[src/rtl/uart_program_loader_if.sv]
// Instruction-memory write port driven by the UART program loader.
interface uart_program_loader_if;
  logic        ProgWrite;
  logic [31:0] ProgAddress;
  logic [31:0] ProgData;

  modport master (
    output ProgWrite,
    output ProgAddress,
    output ProgData
  );

  modport slave (
    input ProgWrite,
    input ProgAddress,
    input ProgData
  );
endinterface

[src/rtl/uart_program_loader.sv]
// UART 8N1 boot loader: count byte, then big-endian words into program memory.
// Optional trailing 8-bit payload checksum with `define LOADER_CHECKSUM_EN.
module uart_program_loader #(
  parameter int CLK_FREQ     = 50000000,
  parameter int BAUD_RATE    = 115200,
  parameter int MEMORY_DEPTH = 64
) (
  input  logic clk,
  input  logic reset,
  input  logic rx,
  uart_program_loader_if.master prog,
  output logic cpu_reset,
  output logic load_done,
  output logic load_error
);

  localparam int CPB  = CLK_FREQ / BAUD_RATE;
  localparam int CW   = $clog2(CPB + 1);
  localparam int IDXW = $clog2(MEMORY_DEPTH) + 1;
  localparam logic [CW-1:0] LAST = CW'(CPB - 1);
  localparam logic [CW-1:0] HALF = CW'(CPB / 2 - 1);

  typedef enum logic [1:0] {
    R_IDLE, R_START, R_DATA, R_STOP
  } rx_st_t;

  typedef enum logic [2:0] {
    S_COUNT, S_LOAD, S_WRITE, S_CHECK, S_DONE, S_ERROR
  } st_t;

  logic          rx_s1_q, rx_s2_q;
  rx_st_t        rx_st_q, rx_st_d;
  logic [CW-1:0] cnt_q, cnt_d;
  logic [2:0]    bit_q, bit_d;
  logic [7:0]    sh_q, sh_d;
  logic          byte_valid, frame_err;

  st_t             st_q, st_d;
  logic [IDXW-1:0] n_q, n_d;
  logic [IDXW-1:0] widx_q, widx_d, widx_inc;
  logic [1:0]      bidx_q, bidx_d;
  logic [31:0]     word_q, word_d;
  logic [31:0]     addr_q, addr_d;
  logic [31:0]     data_q, data_d;
`ifdef LOADER_CHECKSUM_EN
  logic [7:0]      sum_q, sum_d;
`endif

  always_ff @(posedge clk or posedge reset) begin
    if (reset) begin
      rx_s1_q <= 1'b1;
      rx_s2_q <= 1'b1;
      rx_st_q <= R_IDLE;
      cnt_q   <= '0;
      bit_q   <= '0;
      sh_q    <= '0;
    end else begin
      rx_s1_q <= rx;
      rx_s2_q <= rx_s1_q;
      rx_st_q <= rx_st_d;
      cnt_q   <= cnt_d;
      bit_q   <= bit_d;
      sh_q    <= sh_d;
    end
  end

  // Stop-bit sample returns straight to idle so back-to-back bytes are caught
  always_comb begin
    rx_st_d    = rx_st_q;
    cnt_d      = cnt_q;
    bit_d      = bit_q;
    sh_d       = sh_q;
    byte_valid = 1'b0;
    frame_err  = 1'b0;
    unique case (rx_st_q)
      R_IDLE: begin
        if (!rx_s2_q) begin
          rx_st_d = R_START;
          cnt_d   = '0;
        end
      end
      R_START: begin
        if (cnt_q == HALF) begin
          cnt_d   = '0;
          bit_d   = '0;
          rx_st_d = rx_s2_q ? R_IDLE : R_DATA;
        end else begin
          cnt_d = cnt_q + 1'b1;
        end
      end
      R_DATA: begin
        if (cnt_q == LAST) begin
          cnt_d = '0;
          sh_d  = {rx_s2_q, sh_q[7:1]};
          bit_d = bit_q + 1'b1;
          if (bit_q == 3'd7) rx_st_d = R_STOP;
        end else begin
          cnt_d = cnt_q + 1'b1;
        end
      end
      R_STOP: begin
        if (cnt_q == LAST) begin
          cnt_d      = '0;
          byte_valid = rx_s2_q;
          frame_err  = !rx_s2_q;
          rx_st_d    = R_IDLE;
        end else begin
          cnt_d = cnt_q + 1'b1;
        end
      end
      default: rx_st_d = R_IDLE;
    endcase
  end

  always_ff @(posedge clk or posedge reset) begin
    if (reset) begin
      st_q   <= S_COUNT;
      n_q    <= '0;
      widx_q <= '0;
      bidx_q <= '0;
      word_q <= '0;
      addr_q <= '0;
      data_q <= '0;
`ifdef LOADER_CHECKSUM_EN
      sum_q  <= '0;
`endif
    end else begin
      st_q   <= st_d;
      n_q    <= n_d;
      widx_q <= widx_d;
      bidx_q <= bidx_d;
      word_q <= word_d;
      addr_q <= addr_d;
      data_q <= data_d;
`ifdef LOADER_CHECKSUM_EN
      sum_q  <= sum_d;
`endif
    end
  end

  always_comb begin
    st_d     = st_q;
    n_d      = n_q;
    widx_d   = widx_q;
    bidx_d   = bidx_q;
    word_d   = word_q;
    addr_d   = addr_q;
    data_d   = data_q;
    widx_inc = widx_q + 1'b1;
`ifdef LOADER_CHECKSUM_EN
    sum_d    = sum_q;
`endif
    unique case (st_q)
      S_COUNT: begin
        if (frame_err) begin
          st_d = S_ERROR;
        end else if (byte_valid) begin
          if (sh_q == 8'd0 || int'(sh_q) > MEMORY_DEPTH) begin
            st_d = S_ERROR;
          end else begin
            n_d    = IDXW'(sh_q);
            widx_d = '0;
            bidx_d = '0;
`ifdef LOADER_CHECKSUM_EN
            sum_d  = '0;
`endif
            st_d   = S_LOAD;
          end
        end
      end
      S_LOAD: begin
        if (frame_err) begin
          st_d = S_ERROR;
        end else if (byte_valid) begin
          word_d = {word_q[23:0], sh_q};
          bidx_d = bidx_q + 1'b1;
`ifdef LOADER_CHECKSUM_EN
          sum_d  = sum_q + sh_q;
`endif
          if (bidx_q == 2'd3) begin
            addr_d = {{(30-IDXW){1'b0}}, widx_q, 2'b00};
            data_d = {word_q[23:0], sh_q};
            st_d   = S_WRITE;
          end
        end
      end
      S_WRITE: begin
        widx_d = widx_inc;
        bidx_d = '0;
        if (frame_err) begin
          st_d = S_ERROR;
        end else if (widx_inc == n_q) begin
`ifdef LOADER_CHECKSUM_EN
          st_d = S_CHECK;
`else
          st_d = S_DONE;
`endif
        end else begin
          st_d = S_LOAD;
        end
      end
`ifdef LOADER_CHECKSUM_EN
      S_CHECK: begin
        if (frame_err) begin
          st_d = S_ERROR;
        end else if (byte_valid) begin
          st_d = (sh_q == sum_q) ? S_DONE : S_ERROR;
        end
      end
`endif
      S_DONE:  st_d = S_DONE;
      S_ERROR: st_d = S_ERROR;
      default: st_d = S_ERROR;
    endcase
  end

  assign prog.ProgWrite   = (st_q == S_WRITE);
  assign prog.ProgAddress = addr_q;
  assign prog.ProgData    = data_q;
  assign cpu_reset        = (st_q != S_DONE);
  assign load_done        = (st_q == S_DONE);
  assign load_error       = (st_q == S_ERROR);

endmodule
[src/flat_wrapper.sv]
// flat-port wrapper written by rule: the top's interface ports become plain ports
module uart_program_loader_flat 
#(
  parameter int CLK_FREQ     = 50000000,
  parameter int BAUD_RATE    = 115200,
  parameter int MEMORY_DEPTH = 64
)
  (clk, reset, rx, cpu_reset, load_done, load_error, prog_ProgWrite, prog_ProgAddress, prog_ProgData);
  uart_program_loader_if prog_i ();
  input  logic clk;
  input  logic reset;
  input  logic rx;
  output logic cpu_reset;
  output logic load_done;
  output logic load_error;
  output wire logic [$bits(prog_i.ProgWrite)-1:0] prog_ProgWrite;
  output wire logic [$bits(prog_i.ProgAddress)-1:0] prog_ProgAddress;
  output wire logic [$bits(prog_i.ProgData)-1:0] prog_ProgData;
  assign prog_ProgWrite = prog_i.ProgWrite;
  assign prog_ProgAddress = prog_i.ProgAddress;
  assign prog_ProgData = prog_i.ProgData;
  uart_program_loader #(.CLK_FREQ(CLK_FREQ), .BAUD_RATE(BAUD_RATE), .MEMORY_DEPTH(MEMORY_DEPTH)) u_core (.clk(clk), .reset(reset), .rx(rx), .prog(prog_i), .cpu_reset(cpu_reset), .load_done(load_done), .load_error(load_error));
endmodule
[config.mk]
export PLATFORM = sky130hd
export DESIGN_NAME = uart_program_loader_flat
export DESIGN_NICKNAME = d
export VERILOG_FILES = /design/src/rtl/uart_program_loader_if.sv /design/src/rtl/uart_program_loader.sv /design/src/flat_wrapper.sv
export SDC_FILE = /design/constraint.sdc
export NUM_CORES = 1
export LEC_CHECK = 0
export ABC_AREA = 1
export CAP_MARGIN = 20
export CORE_MARGIN = 8
export CORE_UTILIZATION = 55
export CTS_CLUSTER_DIAMETER = 120
export CTS_CLUSTER_SIZE = 24
export DETAILED_ROUTE_END_ITERATION = 8
export PLACE_DENSITY_LB_ADDON = 0.2
export SYNTH_ARGS = -nofsm -noshare
export SYNTH_HDL_FRONTEND = slang
export SYNTH_SLANG_ARGS = --single-unit
[constraint.sdc]
create_clock -name clk -period 7.25 [get_ports clk]
set_input_delay 1.0875 -clock clk [delete_from_list [all_inputs] [get_ports clk]]
set_output_delay 1.0875 -clock clk [all_outputs]
set_load 0.005 [all_outputs]
Yosys cells after proc, flatten, opt, wreduce, memory -nomap -nowiden
Index checks and enable logic that the tools add are counted. Widths: inputs -> output; s select.

Reductions and logical operators: 18. Equal/unequal tests: 26. Muxes and demuxes: 37. Add/subtract/negate cells: 4. Bitwise gates (word level): 2. Magnitude comparators: 1.

Operator list (number): $mux 3 (10); $mux 9 (3); $pmux 9 s3 (1); $mux 2 (11); $mux 7 (3); $pmux 7 s2 (1); $ne 2x1->1 const B (6); $pmux 3 s4 (1); $reduce_and 4->1 (3); $add 9x1->9 const B (1); $eq 3x3->1 const B (3); $eq 9x8->1 const B (1); $eq 9x9->1 const B (1); $ne 3x1->1 const B (3); $reduce_and 3->1 (3); $gt 8x7->1 const B (1); $logic_not 8->1 (1); $ne 2x2->1 const B (4); $pmux 2 s4 (1); $add 7x1->7 const B (1); $eq 7x7->1 (1); $eq 2x2->1 const B (3); $pmux 2 s3 (1); $pmux 3 s2 (1); other kinds (18) (23).

Output and inout bits: 68. Logic and storage cells: 101. Register bits after elaboration: 106. Bits of input ports: 3.

Depth between registers and ports, before layout
Gate-level depths: netlist of run 1.

Depth after elaboration: 6. Mapped depth: 15. Gate-level depth less buffers: 15.

Worst setup path after synthesis of run 1
OpenSTA, ideal clock, no wires.

Kind: register -> output. Start point: register u_core.st_q[2]. End point: output prog_ProgWrite. Cell stages (with the launch flop): 2. Arrival time: 0.797 ns. Required time: 6.162 ns. Buffers on the path: 0. Slack: 5.365 ns. Path through: dfrtp_1 nor3_2.

Word-level cells in the longest chain between the ends: 1.

RTL lines: from (decl) (RTL line uart_program_loader.sv:38) `st_t st_q, st_d;`; from (signal assigned) (RTL line uart_program_loader.sv:128) `st_q <= st_d;`; $eq 3x2->1 (RTL line uart_program_loader.sv:217) `assign prog.ProgWrite = (st_q == S_WRITE);`; to (decl) (RTL line flat_wrapper.sv:16) `output wire logic [$bits(prog_i.ProgWrite)-1:0] prog_ProgWrite;`.

No other way between the ends.

Final worst setup path of run 1
Start point: register u_core.cnt_q[1]. End point: register u_core.data_q[7], in the netlist u_core.prog.ProgData[7].

Word-level cells in the longest chain between the ends: 5. Elaborated cells on any way between the ends: 7. Classes of those cells: eq/ne (1); mux (4); bitwise (1); reduce/logical (1).

RTL lines: from (decl) (RTL line uart_program_loader.sv:33) `logic [CW-1:0] cnt_q, cnt_d;`; from (signal assigned) (RTL line uart_program_loader.sv:61) `cnt_q <= cnt_d;`; $eq 9x9->1 (*) (RTL line uart_program_loader.sv:102) `if (cnt_q == LAST) begin`; $mux 1 (RTL line uart_program_loader.sv:102); $mux 1 (RTL line uart_program_loader.sv:75) `unique case (rx_st_q)`; $not 1->1 (no source line); $reduce_and 4->1 (no source line) (*); to (signal assigned) (RTL line uart_program_loader.sv:134) `data_q <= data_d;`; to (decl) (RTL line uart_program_loader.sv:44) `logic [31:0] data_q, data_d;`.

Mark *: on every way between the ends. The rest lies on a longest branch, timed or not. A chain may end at the register's enable or synchronous reset.

==> key figures, run 1 <==
Clock tree
  – CTS resizes: 0
  – Clk Latency, worst-skew pair: 0.37 ns
  – CTS root buf: sky130_fd_sc_hd__clkbuf_8
  – Number of buffers on the longest clock path: 2
  – Quantity of hold-fixing buffers added after cts: 0
  – Post-CTS Repair Setup Buffers: 0
  – H-Tree Depth: 3
  – Num CTS Buffers: 9
  – Clock tree from TritonCTS: built
  – Sink Count: 106
  – Clock-pin slew on the worst setup and hold paths: 0.09 ns

Floorplan
  – Horiz. Die Dim: 110 um
  – Initial core utilization: 56.2%
  – Number of ports placed on the die boundary: 71
  – Row Count: 34
  – Area inside the core boundary: 8640 um^2
  – Area of the die: 12100 um^2
  – Vert. Die Dim: 110 um

Yosys
  – Synthesized area per cell: 8.64 um^2
  – Sequential-to-total area share from yosys stat: 54.7%
  – Number of register bits inferred by synthesis: 106
  – Synth unique cells: 33
  – Instance count of the mapped netlist: 562
  – FFs w/ async S/R, synth: 100%
  – Synthesized cell area: 4850 um^2
  – Number of flops mapped to enable cells by yosys: 0
  – Warnings from Yosys: 0
  – Most instantiated flip-flop cell in the synthesis netlist: sky130_fd_sc_hd__dfrtp_1

Global route
  – Number of global-route vias before repair: 3423
  – Overall global routing resource usage: 16.7%
  – Gr ovfl total: 0
  – Met1 Usage GRT: 22.7%
  – Most congested layer reported by global routing: met2
  – Pin count of the biggest net entering global routing: 65
  – First-pass GRT wire length: 16.1 mm
  – Met2 Resource Use GR: 26.3%
  – Antenna violations before repair: 0
  – Routing usage on met3: 3.22%

Final layout
  – Synth-to-layout area growth: 12.5%
  – Top library cells by usage in the layout, fill and taps aside: sky130_fd_sc_hd__nand2_1, sky130_fd_sc_hd__dfrtp_1, sky130_fd_sc_hd__inv_1
  – Commonest non-fill, non-tap cell in the layout: sky130_fd_sc_hd__nand2_1
  – Net count of the finished layout: 613
  – Antenna Diode Count: 0
  – Count of filler cells inserted in the layout: 732
  – Ratio of cells with drive above 1 in the final layout: 5.10%
  – Final core utilization: 63.2%
  – Non-Filler Instances: 716

Detailed routing
  – Post-detailed-route via-to-cell ratio: 5.00
  – Average routed wire per standard cell: 13.1 um
  – Drt total wl: 9.41 mm
  – Via count: 3581
  – Detailed router's first-iteration violation count: 159
  – Remaining DRCs: 0
  – First-pass iteration count of the detailed router: 4
  – Remaining number of nets flagged by the antenna check after routing: 0

Place
  – Post-placement worst setup slack: 4.12 ns
  – Final GP Congestion: 0.852
  – Detailed placement HPWL: 6.82 mm
  – Total placed cells including tap cells: 700
  – Port Buf Inserts: 45

STA
  – RSZ-0062 raised after global routing: no
  – Number of max-slew violations in the final report: 0
  – Final setup TNS: 0 ns
  – Remaining max-slew budget at the tightest pin: 42.8%
  – Setup violations, final: 0
  – Time the worst path needs with I/O delays and setup: 3.14 ns
  – Measured slew at the worst slew-check pin: 0.855 ns
  – Fmax: 319 MHz
  – Fin crit share: 43.3%
  – Final worst setup slack: 4.11 ns
  – Final clock skew: 0.0110 ns
  – Number of hold-slack violations in the final timing report: 0

Setup path
  – Setup CP Type: reg2reg
  – Data arrival time of the worst path: 3.38 ns
  – Biggest fanout along the worst timing path: 49
  – Crit path cell chain: inv_1 > ha_1 > nand2_1 > nor3_2 > nand2_2 > inv_2 > nand3_2 > nor2_4 > nand2_2 > buf_4 > nand2_1 > o21ai_1
  – Category of cells accounting for the largest share of critical-path delay: simple AND/OR/NAND/NOR gates
  – Capturing element type of the critical path: register
  – Required arrival time at the worst endpoint: 7.49 ns
  – Crit path buf inv count: 3
  – Sort of element at the start of the critical path: register
  – Crit path largest cell delay: 0.67 ns
  – Highest-delay cell along the critical path: sky130_fd_sc_hd__nor2_4

Job
  – Max_cap viols: 0

Pwr
  – P_leak: 2.51 nW
  – Cell Pwr Density: 180 nW/um^2
  – Max rail drop VDD: 0.0000910 V

Worst hold path
  – HP Class: reg2reg

Outcome
  – Outcome: finished clean
==> synth_stat cells (4+ instances only) <==
| cell type | instances | share of area (%) |
|---|---|---|
| sky130_fd_sc_hd__o21ai_1 | 37 | 3.8 |
| sky130_fd_sc_hd__nor2_1 | 21 | 1.6 |
| sky130_fd_sc_hd__nand2_1 | 158 | 12 |
| sky130_fd_sc_hd__ha_1 | 7 | 1.8 |
| sky130_fd_sc_hd__nand3_1 | 18 | 1.9 |
| sky130_fd_sc_hd__nor3_1 | 7 | 0.72 |
| sky130_fd_sc_hd__buf_4 | 28 | 4.3 |
| sky130_fd_sc_hd__buf_2 | 5 | 0.52 |
| sky130_fd_sc_hd__dfrtp_1 | 104 | 54 |
| sky130_fd_sc_hd__buf_6 | 4 | 0.93 |
| sky130_fd_sc_hd__a21oi_1 | 6 | 0.62 |
| sky130_fd_sc_hd__inv_1 | 70 | 5.4 |
| sky130_fd_sc_hd__nand4_1 | 4 | 0.52 |
| sky130_fd_sc_hd__o21ai_0 | 57 | 5.9 |
| sky130_fd_sc_hd__o22ai_1 | 6 | 0.77 |
==> final timing paths <==
kind / cells after the start / from / slack [ns] / end
max: 12 / u_core.cnt_q[1] / 4.11 / u_core.prog.ProgData[7]
min: 0 / u_core.rx_s1_q / 0.36 / u_core.rx_s2_q
max reg2reg: 12 / u_core.cnt_q[1] / 4.11 / u_core.prog.ProgData[7]
min reg2reg: 0 / u_core.rx_s1_q / 0.36 / u_core.rx_s2_q
max in group asynchronous: 3 / reset / 5.02 / u_core.word_q[5]
min in group asynchronous: 2 / reset / 1.20 / u_core.prog.ProgData[10]
==> area by class of cell <==
| type | instances | area, um^2 | share of cell area, % |
|---|---|---|---|
| Clock inverter | 7 | 83.8 | 1.54 |
| Multi-Input combinational cell | 368 | 1730 | 31.6 |
| Timing Repair Buffer | 47 | 465 | 8.53 |
| Clock buffer | 9 | 124 | 2.27 |
| Inverter | 71 | 269 | 4.93 |
| Sequential cell | 106 | 2660 | 48.6 |
| Tap cell | 108 | 135 | 2.48 |
==> worst reg2reg max path: cells and delay by family (launching register included) <==
kind | cells | cell delay [ns]
AO/OA/AOI/OAI | 1 | 0.06
flip-flops | 1 | 0.39
buffers and inverters | 3 | 0.64
adder cells (fa/ha/maj) | 1 | 0.15
AND/OR/NAND/NOR | 7 | 1.80
==> kinds of logic after synthesis <==
logic type	synth area share, %
AO/OA/AOI/OAI	11.8
XOR/XNOR	1.08
adder cells (fa/ha/maj)	1.80
buffers and inverters	11.6
flip-flops	54.7
other	0.0773
AND/OR/NAND/NOR	18.9
==> flip-flops by register name, indices dropped and copies added (netlist names), named ones only <==
name                     cells
u_core.bit_q                 3
u_core.prog.ProgData        32
u_core.cnt_q                 9
u_core.n_q                   7
u_core.rx_s2_q               1
u_core.widx_q                7
u_core.prog.ProgAddress      7
u_core.sh_q                  8
u_core.word_q               24
u_core.rx_s1_q               1
u_core.bidx_q                2
u_core.st_q                  3
u_core.rx_st_q               1
==> per-stage QoR <==
stage / power (W) / hold slack, ns / cell area, um^2
after CTS: 0.000995 / 0.363 / 5460
after floorplan: 0.000625 / 0.345 / 4940
after global routing: 0.00102 / 0.370 / 5460
after detailed placement: 0.000621 / 0.349 / 5250
after global placement: 0.000620 / 0.346 / 5250
final: 0.000983 / 0.362 / 5460
==> report_power, final <==
group / switching [W] / internal [W]
registers: 0.000000632 / 0.000592
logic: 0.0000148 / 0.00000145
clock network: 0.000209 / 0.000166
total: 0.000224 / 0.000759
==> routing by layer <==
layer	vias to the layer above	wire length [um]
li1	1819	-
met1	1668	4350
met2	87	4390
met3	7	570
met4	0	99
met5	-	0
(Power assumes the default switching activity.)
==> inputs of run 2 (changes only) <==
--- a/config.mk
+++ b/config.mk
@@ -8,7 +8,7 @@
 export ABC_AREA = 1
 export CAP_MARGIN = 20
 export CORE_MARGIN = 8
-export CORE_UTILIZATION = 55
+export CORE_UTILIZATION = 54
 export CTS_CLUSTER_DIAMETER = 120
 export CTS_CLUSTER_SIZE = 24
 export DETAILED_ROUTE_END_ITERATION = 8
==> constraint.sdc (replaced) <==
create_clock -name clk -period 2.92 [get_ports clk]
set_input_delay 0.438 -clock clk [delete_from_list [all_inputs] [get_ports clk]]
set_output_delay 0.438 -clock clk [all_outputs]
set_load 0.005 [all_outputs]
==> run 2 against run 1 <==
  * Non-clock buffer count is 4 higher
  * Fmax grew 45%
  * Core utilization increased by 0.33 points
  * Setup slack got worse by 3.4 ns
  * Largest power group unchanged
  * Highest routed layer unchanged
==> key figures, run 2 (same netlist as run 1, synthesis figures left out) <==
Setup path
  – Highest-delay cell along the critical path: sky130_fd_sc_hd__dfrtp_1 (was sky130_fd_sc_hd__nor2_4)
  – Data arrival time of the worst path: 2.41 ns (was 3.38 ns)
  – Biggest fanout along the worst timing path: 51 (was 49)
  – Required arrival time at the worst endpoint: 3.17 ns (was 7.49 ns)
  – Setup CP Type: reg2reg (unchanged)
  – Crit path buf inv count: 3 (unchanged)
  – Capturing element type of the critical path: register (unchanged)
  – Category of cells accounting for the largest share of critical-path delay: simple AND/OR/NAND/NOR gates (unchanged)
  – Sort of element at the start of the critical path: register (unchanged)
  – Crit path cell chain: inv_1 > ha_1 > nand2_1 > nor3_2 > nand2_2 > inv_2 > nand3_2 > nor2_4 > nand2_2 > buf_12 > nand2_1 > o21ai_1 (was inv_1 > ha_1 > nand2_1 > nor3_2 > nand2_2 > inv_2 > nand3_2 > nor2_4 > nand2_2 > buf_4 > nand2_1 > o21ai_1)
  – Crit path largest cell delay: 0.39 ns (was 0.67 ns)

Detailed routing
  – Average routed wire per standard cell: 13.3 um (was 13.1 um)
  – Detailed router's first-iteration violation count: 168 (was 159)
  – Remaining DRCs: 0 (unchanged)
  – Drt total wl: 9.57 mm (was 9.41 mm)
  – Post-detailed-route via-to-cell ratio: 5.06 (was 5.00)
  – First-pass iteration count of the detailed router: 4 (unchanged)
  – Remaining number of nets flagged by the antenna check after routing: 0 (unchanged)
  – Via count: 3641 (was 3581)

Outcome
  – Outcome: finished clean (unchanged)

STA
  – Post-route worst hold slack: 0.354 ns (was 0.362 ns)
  – Fin crit share: 73.9% (was 43.3%)
  – Fmax: 463 MHz (was 319 MHz)
  – Number of max-slew violations in the final report: 0 (unchanged)
  – Final clock skew: 0.00960 ns (was 0.0110 ns)
  – Remaining max-slew budget at the tightest pin: 52.8% (was 42.8%)
  – Time the worst path needs with I/O delays and setup: 2.16 ns (was 3.14 ns)
  – Final setup TNS: 0 ns (unchanged)
  – RSZ-0062 raised after global routing: no (unchanged)
  – Number of hold-slack violations in the final timing report: 0 (unchanged)
  – Measured slew at the worst slew-check pin: 0.707 ns (was 0.855 ns)
  – Setup violations, final: 0 (unchanged)

Pwr
  – Switching power as a share of total power: 21.6% (was 22.8%)
  – Cell Int Power: 0.00199 W (was 0.000759 W)
  – Relative contribution of the clock network to total power: 40.4% (was 38.1%)
  – Flop pwr share: 57.8% (was 60.3%)
  – Switching power of the nets: 0.000550 W (was 0.000224 W)
  – P_leak: 2.55 nW (was 2.51 nW)
  – Power, Total: 0.00254 W (was 0.000983 W)
  – Part of the power in combinational logic: 1.7% (was 1.6%)
  – Cell Pwr Density: 459 nW/um^2 (was 180 nW/um^2)
  – Max rail drop VDD: 0.000222 V (was 0.0000910 V)

Clock tree
  – Clock tree from TritonCTS: built (unchanged)
  – Quantity of hold-fixing buffers added after cts: 0 (unchanged)
  – CTS resizes: 0 (unchanged)
  – Clk Latency, worst-skew pair: 0.36 ns (was 0.37 ns)
  – Num CTS Buffers: 9 (unchanged)
  – Clock-pin slew on the worst setup and hold paths: 0.10 ns (was 0.09 ns)
  – H-Tree Depth: 3 (unchanged)
  – Sink Count: 106 (unchanged)
  – Post-CTS Repair Setup Buffers: 0 (unchanged)
  – CTS root buf: sky130_fd_sc_hd__clkbuf_8 (unchanged)
  – Number of buffers on the longest clock path: 2 (unchanged)

Floorplan
  – Horiz. Die Dim: 111 um (was 110 um)
  – Initial core utilization: 55.7% (was 56.2%)
  – Area inside the core boundary: 8720 um^2 (was 8640 um^2)
  – Vert. Die Dim: 111 um (was 110 um)
  – Row Count: 34 (unchanged)
  – Area of the die: 12300 um^2 (was 12100 um^2)
  – Number of ports placed on the die boundary: 71 (unchanged)

Place
  – Total placed cells including tap cells: 704 (was 700)
  – Final GP Congestion: 0.876 (was 0.852)
  – Post-placement cell area: 5310 um^2 (was 5250 um^2)
  – Port Buf Inserts: 45 (unchanged)
  – Detailed placement HPWL: 6.97 mm (was 6.82 mm)

Job
  – Max_cap viols: 0 (unchanged)

Global route
  – Gr ovfl total: 0 (unchanged)
  – Antenna violations before repair: 0 (unchanged)
  – Pin count of the biggest net entering global routing: 54 (was 65)
  – First-pass GRT wire length: 16.8 mm (was 16.1 mm)
  – Overall global routing resource usage: 16.1% (was 16.7%)
  – Number of global-route vias before repair: 3622 (was 3423)

Final layout
  – Synth-to-layout area growth: 14.2% (was 12.5%)
  – Top library cells by usage in the layout, fill and taps aside: sky130_fd_sc_hd__nand2_1, sky130_fd_sc_hd__dfrtp_1, sky130_fd_sc_hd__inv_1 (unchanged)
  – Ratio of cells with drive above 1 in the final layout: 5.72% (was 5.10%)
  – Antenna Diode Count: 0 (unchanged)
  – Net count of the finished layout: 617 (was 613)
  – Non-Filler Instances: 720 (was 716)
  – Final non-filler cell area: 5540 um^2 (was 5460 um^2)
  – Number of flip-flops in the largest register: 32 (unchanged)
  – Commonest non-fill, non-tap cell in the layout: sky130_fd_sc_hd__nand2_1 (unchanged)

Worst hold path
  – HP Class: reg2reg (unchanged)
[run 2: cell types whose count changed in the layout (fill, tap and decap cells not counted), sizes merged]
cell	previous run	this run
clkinv	2	1
bufinv	1	2
buf	2	6
clkbuf	9	10
inv	74	72
clkinvlp	1	2
[run 2: worst paths after layout]
path | startpoint | endpoint | slack, ns | depth (start not counted)
max | u_core.cnt_q[1] | u_core.prog.ProgData[27] | 0.76 | 12
min | u_core.rx_s1_q | u_core.rx_s2_q | 0.35 | 0
max reg2reg | u_core.cnt_q[1] | u_core.prog.ProgData[27] | 0.76 | 12
min reg2reg | u_core.rx_s1_q | u_core.rx_s2_q | 0.35 | 0
max in group asynchronous | reset | u_core.prog.ProgData[23] | 1.67 | 3
min in group asynchronous | reset | u_core.prog.ProgData[17] | 0.52 | 2
[run 2: power groups by stage]
| stage | clock (W) | combinational, W | sequential [W] |
|---|---|---|---|
| 6_report | 0.00103 | 0.0000437 | 0.00147 |
| 5_1_grt | 0.00111 | 0.0000534 | 0.00147 |
| 4_1_cts | 0.00105 | 0.0000451 | 0.00147 |
| 3_5_place_dp | 0 | 0.0000449 | 0.00150 |
| 3_3_place_gp | 0 | 0.0000442 | 0.00150 |
| 2_1_floorplan | 0 | 0.0000534 | 0.00150 |
[run 2: final cells by class]
class | count | area (um^2)
Inverter | 71 | 270
Fill cell | 716 | 3180
Clock inverter | 6 | 96.3
Multi-Input combinational cell | 368 | 1730
Clock buffer | 10 | 138
Tap cell | 108 | 135
Timing Repair Buffer | 51 | 520
Sequential cell | 106 | 2660
[run 2: per-layer routing]
| layer | part of all wire [%] | track usage, % |
|---|---|---|
| met1 | 45 | 20.2 |
| met2 | 48 | 25.9 |
| met3 | 6.0 | 4.55 |
| met4 | 1.3 | 5.59 |
| met5 | 0 | 0 |
[run 2: worst register-to-register path: cells and delay by family (launching register included)]
| family | cells | cell delay, ns |
|---|---|---|
| buf+inv | 3 | 0.51 |
| simple gates | 7 | 0.91 |
| compound gates | 1 | 0.06 |
| flops | 1 | 0.39 |
| fa+ha+maj | 1 | 0.16 |
[run 2: stage by stage]
step	util [%]	setup WS (ns)
floorplan	-	1.20
global placement	60.8	0.868
detailed placement	60.8	0.762
CTS	63.5	0.743
global route	63.5	0.541
finish	63.5	0.761
==> inputs of run 3 (changes only) <==
==> constraint.sdc (replaced) <==
create_clock -name clk -period 2 [get_ports clk]
set_input_delay 0.3 -clock clk [delete_from_list [all_inputs] [get_ports clk]]
set_output_delay 0.3 -clock clk [all_outputs]
set_load 0.005 [all_outputs]
==> run 3 against run 2 <==
  * Clock power increased by 34%
  * Power increased by 41%
  * Via count decreased by 0.22%
  * Register-to-register slack got worse by 0.60 ns
  * Non-clock buffer count increased by 5
  * Combinational power increased by 44%
  * Setup slack got worse by 0.68 ns
  * Critical path depth decreased by 8
  * Clock-buffer cell count decreased by 1
  * Routed wire length increased by 1.5%
  * Die area unchanged
  * Sequential power increased by 46%
  * Critical path type is now reg2out
  * Highest routed layer unchanged
==> key figures, run 3 (same netlist as run 1, synthesis figures left out) <==
STA
  – Final worst setup slack: 0.0853 ns (was 0.761 ns)
  – Fmax: 522 MHz
  – Setup violations, final: 0 (unchanged)
  – Remaining max-slew budget at the tightest pin: 63.3% (was 52.8%)
  – Measured slew at the worst slew-check pin: 0.550 ns (was 0.707 ns)
  – Fin crit share: 95.7%
  – Time the worst path needs with I/O delays and setup: 1.91 ns
  – Number of max-slew violations in the final report: 0 (unchanged)
  – Final setup TNS: 0 ns (unchanged)
  – Final clock skew: 0.0103 ns (was 0.00960 ns)
  – Number of hold-slack violations in the final timing report: 0 (unchanged)

Floorplan
  – Area inside the core boundary: 8720 um^2 (unchanged)
  – Vert. Die Dim: 111 um (unchanged)
  – Area of the die: 12300 um^2 (unchanged)
  – Horiz. Die Dim: 111 um (unchanged)
  – Row Count: 34 (unchanged)
  – Number of ports placed on the die boundary: 71 (unchanged)
  – Initial core utilization: 55.7% (unchanged)

Setup path
  – Setup CP Type: reg2out (was reg2reg)
  – Sort of element at the start of the critical path: register (unchanged)
  – Slack of the worst reg-to-reg path: 0.16 ns (was 0.76 ns)
  – Critical R2R Launch: u_core.widx_q[0] (was u_core.cnt_q[1])
  – Biggest fanout along the worst timing path: 5 (was 51)
  – Capturing element type of the critical path: output port (was register)
  – FF-to-FF path depth: 10 (was 12)
  – Data arrival time of the worst path: 1.61 ns (was 2.41 ns)
  – Required arrival time at the worst endpoint: 1.70 ns (was 3.17 ns)
  – Endpoint of the most critical register-to-register path: u_core.st_q[0] (was u_core.prog.ProgData[27])

Final layout
  – Multi-input gate area: 1760 um^2 (was 1730 um^2)
  – Number of flip-flops in the largest register: 32 (unchanged)
  – Top library cells by usage in the layout, fill and taps aside: sky130_fd_sc_hd__nand2_1, sky130_fd_sc_hd__dfrtp_1, sky130_fd_sc_hd__inv_1 (unchanged)
  – Count of filler cells inserted in the layout: 743 (was 716)
  – Commonest non-fill, non-tap cell in the layout: sky130_fd_sc_hd__nand2_1 (unchanged)
  – Final non-filler cell area: 5610 um^2 (was 5540 um^2)
  – Combined flip-flop and latch cell area: 2660 um^2 (about the same)
  – Antenna Diode Count: 0 (unchanged)
  – Net count of the finished layout: 622 (was 617)
  – Non-Filler Instances: 725 (was 720)
  – Synth-to-layout area growth: 15.6% (was 14.2%)
  – Ratio of cells with drive above 1 in the final layout: 8.10% (was 5.72%)
  – Final core utilization: 64.3% (was 63.5%)

Detailed routing
  – Post-detailed-route via-to-cell ratio: 5.01 (was 5.06)
  – Remaining number of nets flagged by the antenna check after routing: 0 (unchanged)
  – First-pass iteration count of the detailed router: 5 (was 4)
  – Average routed wire per standard cell: 13.4 um (was 13.3 um)
  – Detailed router's first-iteration violation count: 183 (was 168)
  – Via count: 3633 (was 3641)
  – Remaining DRCs: 0 (unchanged)
  – Drt total wl: 9.71 mm (was 9.57 mm)

Pwr
  – Cell Int Power: 0.00276 W (was 0.00199 W)
  – Relative contribution of the clock network to total power: 38.4% (was 40.4%)
  – Flop pwr share: 59.9% (was 57.8%)
  – Max rail drop VDD: 0.000317 V (was 0.000222 V)
  – P_leak: 2.58 nW (was 2.55 nW)
  – Switching power of the nets: 0.000831 W (was 0.000550 W)
  – Cell Pwr Density: 640 nW/um^2 (was 459 nW/um^2)
  – Part of the power in combinational logic: 1.8% (was 1.7%)
  – Switching power as a share of total power: 23.2% (was 21.6%)

Global route
  – Met1 Usage GRT: 21.6% (was 20.2%)
  – Routing usage on met3: 3.84% (was 4.55%)
  – Gr ovfl total: 0 (unchanged)
  – First-pass GRT wire length: 16.8 mm (about the same)
  – Pin count of the biggest net entering global routing: 107 (was 54)
  – Met2 Resource Use GR: 25.3% (was 25.9%)
  – Overall global routing resource usage: 16.2% (was 16.1%)
  – Most congested layer reported by global routing: met2 (unchanged)
  – Number of global-route vias before repair: 3508 (was 3622)
  – Antenna violations before repair: 0 (unchanged)

Worst hold path
  – HP Class: in2reg (was reg2reg)
  – Start point of the worst min-delay path: rx (was u_core.rx_s1_q)
  – End point of the most critical hold path: u_core.rx_s1_q (was u_core.rx_s2_q)
  – Cell depth of the worst min-delay path: 1 (was 0)

Place
  – Post-placement cell area: 5330 um^2 (was 5310 um^2)
  – Post-placement worst setup slack: 0.112 ns (was 0.762 ns)
  – Total placed cells including tap cells: 707 (was 704)
  – Port Buf Inserts: 45 (unchanged)
  – Final GP Congestion: 0.864 (was 0.876)
  – Detailed placement HPWL: 6.88 mm (was 6.97 mm)

Job
  – Max_cap viols: 0 (unchanged)

Clock tree
  – Sink Count: 106 (unchanged)
  – Number of buffers on the longest clock path: 2 (unchanged)
  – H-Tree Depth: 3 (unchanged)
  – Clock tree from TritonCTS: built (unchanged)
  – Quantity of hold-fixing buffers added after cts: 0 (unchanged)
  – CTS root buf: sky130_fd_sc_hd__clkbuf_8 (unchanged)
  – Clock-pin slew on the worst setup and hold paths: 0.11 ns (was 0.10 ns)
  – Num CTS Buffers: 9 (unchanged)
  – Clk Latency, worst-skew pair: 0.37 ns (was 0.36 ns)

Outcome
  – Outcome: finished clean (unchanged)
## run 3: cell count changes in the layout (fill, tap and decap cells not counted), sizes merged
cell,delta
buf,+5
bufinv,-1
inv,+1
clkinv,+2
clkinvlp,-1
clkbuf,-1
## run 3: layer usage
layer  share of wire [%]  vias up
met5                   0        -
met4                 1.0        0
met3                 5.6        9
met2                  46       83
met1                  47     1694
li1                    -     1847
## run 3: worst max path at each step
stage	end	start	slack, ns
final	load_done	u_core.st_q[1]	0.09
after global routing	u_core.prog.ProgData[10]	u_core.cnt_q[1]	-0.02
after CTS	load_done	u_core.st_q[1]	0.007
after floorplan	u_core.prog.ProgData[10]	u_core.cnt_q[1]	0.28
after global placement	u_core.st_q[0]	u_core.widx_q[0]	0.16
after detailed placement	u_core.prog.ProgData[27]	u_core.cnt_q[1]	0.11
## run 3: area by class of cell
cell class / instances / area share, %
tap: 108 / 2.41
timing repair buffer: 56 / 10.4
clock inverter: 7 / 1.52
clock buffer: 9 / 2.21
inverter: 71 / 4.82
multi-input combinational: 368 / 31.3
sequential: 106 / 47.4
## run 3: repair_timing
| action | 4_1_cts | 5_1_grt |
|---|---|---|
| buffers inserted | 0 | 2 |
| endpoints found under the hold margin | 0 | 0 |
| pin swaps | 0 | 2 |
| endpoints found under the setup margin | 1 | 50 |
| gates resized for setup | 1 | 19 |
## run 3: metrics by stage
stage / total power (W) / hold slack [ns]
after CTS: 0.00362 / 0.330
after global routing: 0.00372 / 0.334
after global placement: 0.00225 / 0.349
after detailed placement: 0.00225 / 0.347
after floorplan: 0.00227 / 0.304
final: 0.00359 / 0.333
## run 3: worst max-delay path, stage by stage, from the launching register on
cell and delay (ns):
sky130_fd_sc_hd__dfrtp_2 0.48, sky130_fd_sc_hd__nor2_4 0.14, sky130_fd_sc_hd__nand2_2 0.08, sky130_fd_sc_hd__inv_1 0.06, sky130_fd_sc_hd__clkdlybuf4s50_1 0.49
## run 3: power groups by stage
stage,sequential (W),combinational [W],clock [W]
after floorplan,0.00219,0.0000780,0
after global placement,0.00219,0.0000631,0
after detailed placement,0.00219,0.0000641,0
after CTS,0.00215,0.0000639,0.00141
after global routing,0.00215,0.0000762,0.00150
final,0.00215,0.0000628,0.00138
